`config.mk`:
```
export PLATFORM = sky130hd
export DESIGN_NAME = muldiv_unit
export DESIGN_NICKNAME = d
export VERILOG_FILES = /design/src/rtl/muldiv_unit.sv
export SDC_FILE = /design/constraint.sdc
export NUM_CORES = 2
export LEC_CHECK = 0
export CORE_MARGIN = 5
export CORE_UTILIZATION = 25
export CTS_BUF_LIST = sky130_fd_sc_hd__clkbuf_4 sky130_fd_sc_hd__clkbuf_8 sky130_fd_sc_hd__clkbuf_16
export DETAILED_ROUTE_END_ITERATION = 10
export MAX_ROUTING_LAYER = met4
export PLACE_DENSITY = 0.49
export SLEW_MARGIN = 20
export SYNTH_ARGS = -nofsm -noshare
export SYNTH_HDL_FRONTEND = slang
export SYNTH_SLANG_ARGS = --single-unit
```
`constraint.sdc`:
```
create_clock -name clk -period 11.4 [get_ports clk]
set_input_delay 1.14 -clock clk [delete_from_list [all_inputs] [get_ports clk]]
set_output_delay 1.14 -clock clk [all_outputs]
set_load 0.05 [all_outputs]
```
`src/rtl/muldiv_unit.sv`:
```
// RV32M multiply/divide execute unit: a 2-cycle multiplier and a 32-iteration
// radix-2 restoring divider behind a single start/busy/done handshake.
module muldiv_unit #(
    parameter int XLEN = 32
) (
    input  logic            clk,
    input  logic            rst_n,
    input  logic            start,
    input  logic            flush,
    input  logic [3:0]      alu_control,
    input  logic [XLEN-1:0] op_a,
    input  logic [XLEN-1:0] op_b,
    output logic            busy,
    output logic            done,
    output logic [XLEN-1:0] result
);

    localparam int CW = $clog2(XLEN + 1);
    localparam logic [XLEN-1:0] MIN_INT = {1'b1, {(XLEN-1){1'b0}}};

    typedef enum logic [2:0] {S_IDLE, S_MUL, S_DIV_ITER, S_DIV_FIN, S_DONE} state_e;

    state_e          state_q, state_d;
    logic [1:0]      op_q, op_d;
    logic [XLEN-1:0] a_q, a_d;        // multiplicand, or dividend shifting into quotient
    logic [XLEN-1:0] b_q, b_d;        // multiplier, or divisor magnitude
    logic [XLEN-1:0] rem_q, rem_d;
    logic [XLEN-1:0] result_q, result_d;
    logic [CW-1:0]   cnt_q, cnt_d;
    logic            neg_quo_q, neg_quo_d, neg_rem_q, neg_rem_d;

    logic            accept, is_signed, a_neg, b_neg;
    logic            a_sx, b_sx;
    logic signed [2*XLEN-1:0] mul_a, mul_b, prod;
    logic [XLEN-1:0] mul_sel, quo_fin, rem_fin;
    logic [XLEN:0]   rem_sh, trial;

    assign busy   = (state_q == S_MUL) || (state_q == S_DIV_ITER) || (state_q == S_DIV_FIN);
    assign done   = (state_q == S_DONE);
    assign result = result_q;

    assign accept    = start && !busy && !flush && alu_control[3];
    assign is_signed = !alu_control[0];
    assign a_neg     = is_signed && op_a[XLEN-1];
    assign b_neg     = is_signed && op_b[XLEN-1];

    // Low 2*XLEN bits of the 33x33 signed product; the extension bit picks MUL/MULH/MULHSU/MULHU.
    assign a_sx    = (op_q != 2'b11) && a_q[XLEN-1];
    assign b_sx    = !op_q[1] && b_q[XLEN-1];
    assign mul_a   = {{XLEN{a_sx}}, a_q};
    assign mul_b   = {{XLEN{b_sx}}, b_q};
    assign prod    = mul_a * mul_b;
    assign mul_sel = (op_q == 2'b00) ? prod[XLEN-1:0] : prod[2*XLEN-1:XLEN];

    // One restoring step: shift the next dividend bit into the partial remainder and trial-subtract.
    assign rem_sh  = {rem_q, a_q[XLEN-1]};
    assign trial   = rem_sh - {1'b0, b_q};
    assign quo_fin = neg_quo_q ? -a_q : a_q;
    assign rem_fin = neg_rem_q ? -rem_q : rem_q;

    always_comb begin
        // NOTE: every next-state signal gets a default first so no branch can infer a latch.
        state_d   = state_q;
        op_d      = op_q;
        a_d       = a_q;
        b_d       = b_q;
        rem_d     = rem_q;
        result_d  = result_q;
        cnt_d     = cnt_q;
        neg_quo_d = neg_quo_q;
        neg_rem_d = neg_rem_q;

        case (state_q)
            S_IDLE, S_DONE: begin
                state_d = S_IDLE;
                if (accept) begin
                    op_d = alu_control[1:0];
                    if (!alu_control[2]) begin
                        a_d     = op_a;
                        b_d     = op_b;
                        state_d = S_MUL;
                    end else begin
                        neg_quo_d = 1'b0;
                        neg_rem_d = 1'b0;
                        state_d   = S_DIV_FIN;
                        if (op_b == '0) begin
                            a_d   = '1;
                            rem_d = op_a;
                        end else if (is_signed && op_a == MIN_INT && op_b == '1) begin
                            a_d   = MIN_INT;
                            rem_d = '0;
                        end else begin
                            a_d       = a_neg ? -op_a : op_a;
                            b_d       = b_neg ? -op_b : op_b;
                            rem_d     = '0;
                            cnt_d     = CW'(XLEN);
                            neg_quo_d = a_neg ^ b_neg;
                            neg_rem_d = a_neg;
                            state_d   = S_DIV_ITER;
                        end
                    end
                end
            end
            S_MUL: begin
                result_d = mul_sel;
                state_d  = S_DONE;
            end
            S_DIV_ITER: begin
                a_d   = {a_q[XLEN-2:0], !trial[XLEN]};
                rem_d = trial[XLEN] ? rem_sh[XLEN-1:0] : trial[XLEN-1:0];
                cnt_d = cnt_q - 1'b1;
                if (cnt_q == CW'(1)) state_d = S_DIV_FIN;
            end
            S_DIV_FIN: begin
                result_d = op_q[1] ? rem_fin : quo_fin;
                state_d  = S_DONE;
            end
            default: state_d = S_IDLE;
        endcase

        if (flush) begin
            state_d  = S_IDLE;
            result_d = result_q;
        end
    end

    // NOTE: sequential state uses non-blocking assignments so all registers update together.
    always_ff @(posedge clk or negedge rst_n) begin
        if (!rst_n) begin
            state_q   <= S_IDLE;
            op_q      <= '0;
            a_q       <= '0;
            b_q       <= '0;
            rem_q     <= '0;
            result_q  <= '0;
            cnt_q     <= '0;
            neg_quo_q <= 1'b0;
            neg_rem_q <= 1'b0;
        end else begin
            state_q   <= state_d;
            op_q      <= op_d;
            a_q       <= a_d;
            b_q       <= b_d;
            rem_q     <= rem_d;
            result_q  <= result_d;
            cnt_q     <= cnt_d;
            neg_quo_q <= neg_quo_d;
            neg_rem_q <= neg_rem_d;
        end
    end

endmodule

```
==> run metrics <==
Yosys warning total=0; 1st-iter DRT viols=2938; Layout area overhead=9.50%; Initial DRT Pass Iterations=6; most used flip-flop cell after synthesis=dfrtp_1; core area=195000 um2; via count=38900; Async SR Flop Fraction=100%; clock root buffer=clkbuf_16; layout cells sized above 1=3.68%; status=complete, no violations; DR vias/cell=4.74; Critical Path Start Type=register; TritonCTS Buffers=17; crit-path max FO=26; syn avg cell area=8.69 um2; global-route wire length before repair=278 mm; synth cell count leaders=inv_1 (1141), fa_1 (1126), nand2_1 (897), and2_1 (325), clkbuf_1 (284); worst-skew pair later-pin latency=0.47 ns; number of nets with antenna violations after routing=0; grt ovf=0; number of I/O port buffers=105; Site Rows=162; CTS tree=built; top-area cell type share of the netlist area=45.9%; initial antenna violation count=17; Hold Path Class=reg -> reg; final setup fails=0; Tightest Pin Transition=1.21 ns; GP Congestion=0.965; Worst setup EP type=register; die area=205000 um2; final period utilization=85.8%; largest area contributor in the netlist=fa_1; R2R cell count=26; clk sinks=141; Hold-fix buffers, CTS=0; Arrival @ worst endpoint=10.13 ns; setup repair bufs after CTS=0; Setup crit end=result[31]$_DFFE_PN0P_; Critical Path RT=11.75 ns; IO Pins=106; crit path kind=reg -> reg; setup TNS=0 ns; Post-synth EDFFs=0; quantity of gates resized following cts=0; max cap viols=0; Routed WL per cell=22.1 um; fin nets=7012; Fin Hold WS=0.478 ns; starting density of the core=25.2%; Util after Layout=27.6%; Synthesized Nets=7103; post-synthesis instance total=5653; Seq/Total Area, Yosys=7.18%; synth top area cells=fa_1 (46%), inv_1 (8.7%), dfrtp_1 (7.2%); Achievable Freq=0.102 GHz; die height=453 um; vias in the first global route=42200; largest net degree at the start of global routing=80; worst reg2reg path endpoint=result[31]$_DFFE_PN0P_; min Tclk post-route=9.78 ns; RSZ-0062 raised after global routing=no; Clk pin slew, worst setup/hold paths=0.07 ns; final hold vios=0; Worst Setup SP=op_q[0]$_DFFE_PN0P_; HPWL after detailed placement=146 mm; Max clock buf depth=2; area of the mapped netlist=49100 um2; Total GRT Usage=18.4%; register-to-register setup slack=1.62 ns; max_slew headroom=19.3%; max-slew violations=0; Seq cells post-synth=141; # DRC=0; Routed WL=182 mm; H-tree depth=4; Die Width=453 um; most frequent cell after synthesis=inv_1; Setup Skew=0.0143 ns; worst r2r src=op_q[0]$_DFFE_PN0P_; Yosys cell types=75
## worst max-delay path, cell delays in order (launching register included)
cell and delay, ns:
dfrtp_1 0.44, a21oi_2 0.39, buf_4 0.40, nand2_1 0.13
fa_1 0.51, fa_1 0.51, inv_1 0.07, fa_1 0.86
inv_1 0.35, fa_1 0.67, inv_1 0.54, fa_1 0.55
fa_1 0.51, fa_1 0.50, inv_1 0.05, fa_1 0.47
inv_1 0.04, ha_1 0.37, nand2_1 0.12, nor2_1 0.19
nand3_1 0.13, a2111oi_0 0.82, o21bai_1 0.24, o21a_1 0.25
xnor2_1 0.13, a21oi_1 0.08, a221o_1 0.28
## per-layer routing
layer	vias to the layer above	global-route usage, %	wire [um]	part of all wire (%)
met5	-	-	0	0
met4	0	6.07	7270	4.0
met1	20700	23.1	75700	42
met2	1034	31.5	91100	50
met3	210	1.46	7740	4.3
li1	17000	-	-	-
## layout make-up
class | instances | area [um2]
clock buffer | 18 | 439
antenna | 10 | 25.0
clock inverter | 14 | 181
tap | 2624 | 3280
timing repair buffer | 218 | 1910
sequential | 141 | 3540
multi-input combinational | 4040 | 40100
inverter | 1144 | 4290
fill | 20900 | 141000
## sequential cells by signal (all words and copies together) (netlist names)
name	flops
a_q	32
cnt_q	6
op_q	2
neg_quo_q	1
state_q	3
rem_q	32
b_q	32
result	32
neg_rem_q	1
## cells in the final DEF, fill, tap and decap left out, types with 10 or more instances in the layout
cell	synthesis	layout
nor2b_1	11	11
nand4_1	27	27
clkbuf_16	0	17
a22oi_1	20	20
a31oi_1	31	31
nand2b_1	19	19
a21o_1	76	76
mux2i_1	28	28
nor3_1	44	43
xor2_1	82	82
o21ai_0	252	251
ha_1	252	252
dfrtp_1	141	133
clkdlybuf4s50_1	0	104
o31ai_1	31	31
nor2_1	222	220
xnor2_1	107	106
or3_1	15	15
buf_4	0	112
o21bai_1	12	12
nand2_1	897	896
o21a_1	17	17
or2_2	19	19
nor4_1	12	12
o22ai_1	14	14
nand3_1	27	27
and2_1	325	325
a21oi_1	198	196
and3_1	19	19
fa_1	1126	1126
a211oi_1	21	21
o41ai_1	10	10
o211ai_1	14	14
diode_2	0	10
or4_1	11	11
inv_1	1141	1141
## cells by family after synthesis
kind of cell | share of synthesized area, %
fa+ha+maj | 52.3
compound gates | 9.44
mux | 0.617
flops | 7.18
buf+inv | 11.3
xor+xnor | 3.37
simple gates | 15.8
## worst min path at each step
stage | start | end | slack, ns | cells past startpoint
floorplan | cnt_q[3]$_DFFE_PN0P_ | cnt_q[3]$_DFFE_PN0P_ | 0.47 | 1
global placement | result[0]$_DFFE_PN0P_ | result[0]$_DFFE_PN0P_ | 0.47 | 2
detailed placement | result[13]$_DFFE_PN0P_ | result[13]$_DFFE_PN0P_ | 0.47 | 2
CTS | result[13]$_DFFE_PN0P_ | result[13]$_DFFE_PN0P_ | 0.48 | 2
global route | result[4]$_DFFE_PN0P_ | result[4]$_DFFE_PN0P_ | 0.53 | 2
finish | result[13]$_DFFE_PN0P_ | result[13]$_DFFE_PN0P_ | 0.48 | 2
## metrics by stage
step / std cells / area, um2 / setup WS, ns
finish: 8209 / 53800 / 1.62
global route: 8206 / 53800 / 1.27
CTS: 8199 / 53800 / 1.72
detailed placement: 8167 / 53100 / 1.73
global placement: 8167 / 53100 / 1.88
floorplan: 5653 / 49100 / 2.84
Power is left out: the tool's default activity adds up to more than one toggle a clock period on the data nets, which glitch-free logic cannot reach.
